==> src/rtl/param_fifo_wr_arbiter.sv <==
// Round-robin, burst-locking arbiter sharing the write port of param_fifo
// between N_REQ producers through one registered output stage tagged with a source id.
module param_fifo_wr_arbiter #(
  parameter int WIDTH      = 64,
  parameter int WRITE_SIZE = 4,
  parameter int N_REQ      = 4,
  parameter int MAX_BURST  = 4,
  parameter int ID_WIDTH   = $clog2(N_REQ)
) (
  input  logic                                        clk_i,
  input  logic                                        reset_i,
  input  logic [N_REQ-1:0]                            req_valid_i,
  output logic [N_REQ-1:0]                            req_ready_o,
  input  logic [N_REQ-1:0][WRITE_SIZE-1:0][WIDTH-1:0] req_data_i,
  output logic                                        fifo_valid_o,
  input  logic                                        fifo_ready_i,
  output logic [WRITE_SIZE-1:0][WIDTH-1:0]            fifo_data_o,
  output logic [ID_WIDTH-1:0]                         fifo_id_o,
  output logic                                        locked_o
);

  localparam int BCW = $clog2(MAX_BURST + 1);

  typedef enum logic {IDLE, LOCKED} state_e;

  state_e                          state_q, state_d;
  logic [ID_WIDTH-1:0]             lastGrant_q, lastGrant_d;
  logic [ID_WIDTH-1:0]             owner_q, owner_d;
  logic [BCW-1:0]                  beatCnt_q, beatCnt_d;
  logic [BCW-1:0]                  beatInc;

  logic [WRITE_SIZE-1:0][WIDTH-1:0] fifoData_q;
  logic [ID_WIDTH-1:0]              fifoId_q;
  logic                             fifoValid_q;

  logic                canLoad;
  logic                drain;
  logic                selFound;
  logic [ID_WIDTH-1:0] selIdx;
  logic                accept;
  logic [ID_WIDTH-1:0] acceptIdx;

  assign canLoad = !fifoValid_q | fifo_ready_i;
  assign drain   = fifoValid_q & fifo_ready_i;
  assign beatInc = beatCnt_q + BCW'(1);

  // First valid requester after the last grant, wrapping around.
  always_comb begin
    int                  cand;
    logic [ID_WIDTH-1:0] candIdx;
    selFound = 1'b0;
    selIdx   = '0;
    cand     = 0;
    candIdx  = '0;
    for (int i = 1; i <= N_REQ; i++) begin
      cand = int'(lastGrant_q) + i;
      if (cand >= N_REQ) cand = cand - N_REQ;
      candIdx = ID_WIDTH'(cand);
      if (!selFound && req_valid_i[candIdx]) begin
        selFound = 1'b1;
        selIdx   = candIdx;
      end
    end
  end

  always_ff @(posedge clk_i) begin
    if (reset_i) begin
      state_q     <= IDLE;
      lastGrant_q <= ID_WIDTH'(N_REQ - 1);
      owner_q     <= '0;
      beatCnt_q   <= '0;
    end else begin
      state_q     <= state_d;
      lastGrant_q <= lastGrant_d;
      owner_q     <= owner_d;
      beatCnt_q   <= beatCnt_d;
    end
  end

  always_comb begin
    state_d     = state_q;
    lastGrant_d = lastGrant_q;
    owner_d     = owner_q;
    beatCnt_d   = beatCnt_q;
    accept      = 1'b0;
    acceptIdx   = owner_q;
    unique case (state_q)
      IDLE: begin
        if (selFound && canLoad) begin
          accept    = 1'b1;
          acceptIdx = selIdx;
          owner_d   = selIdx;
          beatCnt_d = BCW'(1);
          if (MAX_BURST == 1) lastGrant_d = selIdx;
          else                state_d     = LOCKED;
        end
      end
      LOCKED: begin
        // The lock survives backpressure; only a dropped owner valid releases early.
        if (req_valid_i[owner_q]) begin
          if (canLoad) begin
            accept    = 1'b1;
            beatCnt_d = beatInc;
            if (beatInc == BCW'(MAX_BURST)) begin
              state_d     = IDLE;
              lastGrant_d = owner_q;
            end
          end
        end else begin
          state_d     = IDLE;
          lastGrant_d = owner_q;
        end
      end
      default: state_d = IDLE;
    endcase
    if (reset_i) accept = 1'b0;
  end

  always_comb begin
    req_ready_o = '0;
    if (accept) req_ready_o[acceptIdx] = 1'b1;
    locked_o = (state_q == LOCKED);
  end

  // A load and a drain can happen in the same cycle, keeping one beat per clock.
  always_ff @(posedge clk_i) begin
    if (reset_i) begin
      fifoValid_q <= 1'b0;
      fifoData_q  <= '0;
      fifoId_q    <= '0;
    end else if (accept) begin
      fifoValid_q <= 1'b1;
      fifoData_q  <= req_data_i[acceptIdx];
      fifoId_q    <= acceptIdx;
    end else if (drain) begin
      fifoValid_q <= 1'b0;
    end
  end

  assign fifo_valid_o = fifoValid_q;
  assign fifo_data_o  = fifoData_q;
  assign fifo_id_o    = fifoId_q;

endmodule

==> config.mk <==
export PLATFORM = sky130hd
export DESIGN_NAME = param_fifo_wr_arbiter
export DESIGN_NICKNAME = d
export VERILOG_FILES = /design/src/rtl/param_fifo_wr_arbiter.sv
export SDC_FILE = /design/constraint.sdc
export NUM_CORES = 1
export LEC_CHECK = 0
export CORE_AREA = 10 10 500 502
export DETAILED_ROUTE_END_ITERATION = 6
export DIE_AREA = 0 0 510 512
export PLACE_DENSITY = 0.3
export SYNTH_ARGS = -nofsm -noshare
export SYNTH_HDL_FRONTEND = slang
export SYNTH_SLANG_ARGS = --single-unit
==> constraint.sdc <==
create_clock -name clk_i -period 4.3 [get_ports clk_i]
set_clock_uncertainty 0.2 [all_clocks]
set_input_delay 0.86 -clock clk_i [delete_from_list [all_inputs] [get_ports clk_i]]
set_output_delay 0.86 -clock clk_i [all_outputs]
set_load 0.01 [all_outputs]
==> results.ini <==
[status]
status=finished, final reports clean

[final_layout]
final_area_um2=33700
regArea_um2=5350
final.fill_count=27300
final_layout_size_suffix_gt1_frac=0.0692
final_nets=3853
area_growth_syn_to_layout_pct=124
multi_input_area_um2=8800

[yosys]
synth_commonest_cells=mux2i_1, dfxtp_1, nand2_1
synth_flop_cell=dfxtp_1
ys_ff_latch=267
synth.cell_area_um2=15000
synth.distinct_cells=37
yosysSeqAreaShare=0.356
async_reset_ff_frac=0
avgSynthCellArea_um2=10.0
yosysTopAreaCell=dfxtp_1
synth_edf_count=0
syn-num-nets=2533
ys_warn_count=0
ys_top_cells_by_area=dfxtp_1, mux2i_1, o221ai_1
synth_cells=1500
netlist.area_leader.share=0.356
synth.most_common_cell=mux2i_1

[sta]
fmax_mhz=237
finalHoldViolations=0
rsz0062_at_grt=false
fin_ws_ns=0.0717
setup_viol=0
tightest_slew_ns=0.825
slew_violations=0
relSlewSlack=0.434
post-route-period-util=0.983
fin_crit_ns=4.23

[cts]
numCtsBuffers=43
worstSkewPairLatency_ns=0.62
ctsHoldBuffers=0
clk_pin_slew_worst_paths_ns=0.05
clock_tree.buffer_depth=3
cts_tree=yes
cts_sinks=267
h-tree-depth=2
cts_root_buf=clkbuf_16
post_cts_buffers=0
postCtsResizedCells=0

[min_path]
min_path_type=reg -> reg
hold_depth=2
min_from=fifo_data_o[3]

[power]
power_uw=12500
power.leakage_uw=0.0127
vdd_drop_max_mv=0.246
p_per_area_nw_per_um2=372

[flow_run]
drv_cap=0

[die]
die_w_um=510
rows=180
core_area_um2=240000
dieArea_um2=261000
die_h_um=512
initial_core_util=0.0627
io_pins=1295

[drt]
drc_errors=0
wire_per_inst_um=28.7
vias=18600
drt-vias-per-instance=3.07
drt_iter0_drc=961
dr.pass1.iters=4
wl_um=174000
detail-route-antenna-nets=0

[grt]
grt_first_pass_wirelength_um=217000
overflow=0
grt_max_degree=70
grt_usage=0.126
grt_antenna_before_repair=157
grt_pass1_vias=19900

[critical_path]
cp-end-kind=primary output
crit_end=req_ready_o[3]
ff2ff_path_depth=7
ff2ff_setup_slack_ns=1.18
worstSetupPathType=in -> out
arrival_ns=3.17
rr_endpoint=fifo_data_o[228]
start_kind=primary input
crit-reg2reg-launch=lastGrant_q[0]
cp_max_fo=5
critPathLaunch=req_valid_i[0]
cp.required_ns=3.24

[place]
hpwl_um=153000
place_ws_ns=-0.0527
gp_congestion=0.790
io_buffers=1294
placed_area_um2=32300

-- area by class of cell --
cell class	instances	share of cell area
timing repair buffer	1418	0.421
multi-input combinational	1089	0.261
sequential	267	0.159
tap	3185	0.118
clock buffer	65	0.0368
clock inverter	8	0.00227
antenna	26	0.00193
inverter	1	0.000111
-- state kept, by name, indices dropped and copies added, names as in the netlist --
name,flops
lastGrant_q,2
fifo_id_o,2
fifo_data_o,256
beatCnt_q,3
fifo_valid_o,1
locked_o,1
owner_q,2
-- how the worst min path moves through the flow --
stage | end | slack, ns
after global routing | fifo_data_o[140] | 0.28
after floorplan | beatCnt_q[1] | 0.25
final | fifo_data_o[3] | 0.26
after CTS | fifo_data_o[7] | 0.26
after global placement | fifo_data_o[80] | 0.24
after detailed placement | fifo_data_o[7] | 0.25
-- logic make-up after synthesis --
group | share of synthesized area
buffers and inverters | 0.0607
multiplexers | 0.343
flip-flops | 0.356
AO/OA/AOI/OAI | 0.158
adder cells (fa/ha/maj) | 0.00167
AND/OR/NAND/NOR | 0.0805
XOR/XNOR | 0.000583
-- cell usage in the layout, fill, tap and decap left out, types with 7 or more instances in the layout --
| master | Yosys | final |
|---|---|---|
| a21oi_1 | 7 | 7 |
| clkbuf_1 | 8 | 14 |
| mux2i_1 | 512 | 512 |
| nor2_1 | 14 | 14 |
| clkbuf_8 | 0 | 8 |
| clkdlybuf4s50_1 | 0 | 1290 |
| buf_12 | 0 | 23 |
| nand2_1 | 262 | 262 |
| o221ai_1 | 256 | 256 |
| buf_4 | 70 | 104 |
| clkbuf_16 | 0 | 43 |
| dfxtp_1 | 267 | 267 |
| diode_2 | 0 | 26 |
-- critical path: stages --
cell	delay (ns)
clkdlybuf4s50_1	0.59
nor4_4	0.08
or3_1	0.37
o31a_1	0.35
nor2_4	0.16
nand2_8	0.06
nor2_1	0.13
clkdlybuf4s50_1	0.56
-- per-layer routing --
metal | track usage | vias up | wire (um) | share of wire
li1 | - | 8454 | - | -
met1 | 0.136 | 8685 | 65700 | 0.38
met2 | 0.219 | 1084 | 83300 | 0.48
met3 | 0.0683 | 270 | 21500 | 0.12
met4 | 0.0201 | 86 | 2850 | 0.016
met5 | 0 | - | 557 | 0.0032
-- report_power, final --
group / switching, uW / total [uW] / internal (uW)
logic: 2730 / 5690 / 2970
clock network: 1490 / 3520 / 2030
registers: 324 / 3310 / 2990
total: 4540 / 12500 / 7980
-- metrics by stage --
step	hold slack [ns]	util	setup TNS (ns)	cells
global route	0.280	0.140	0	6038
CTS	0.263	0.140	0	6033
floorplan	0.252	-	0	1500
finish	0.257	0.141	0	6059
global placement	0.242	0.135	-0.0435	5960
detailed placement	0.247	0.135	-0.0527	5960
Note: power is estimated with default switching activity, not from simulation.
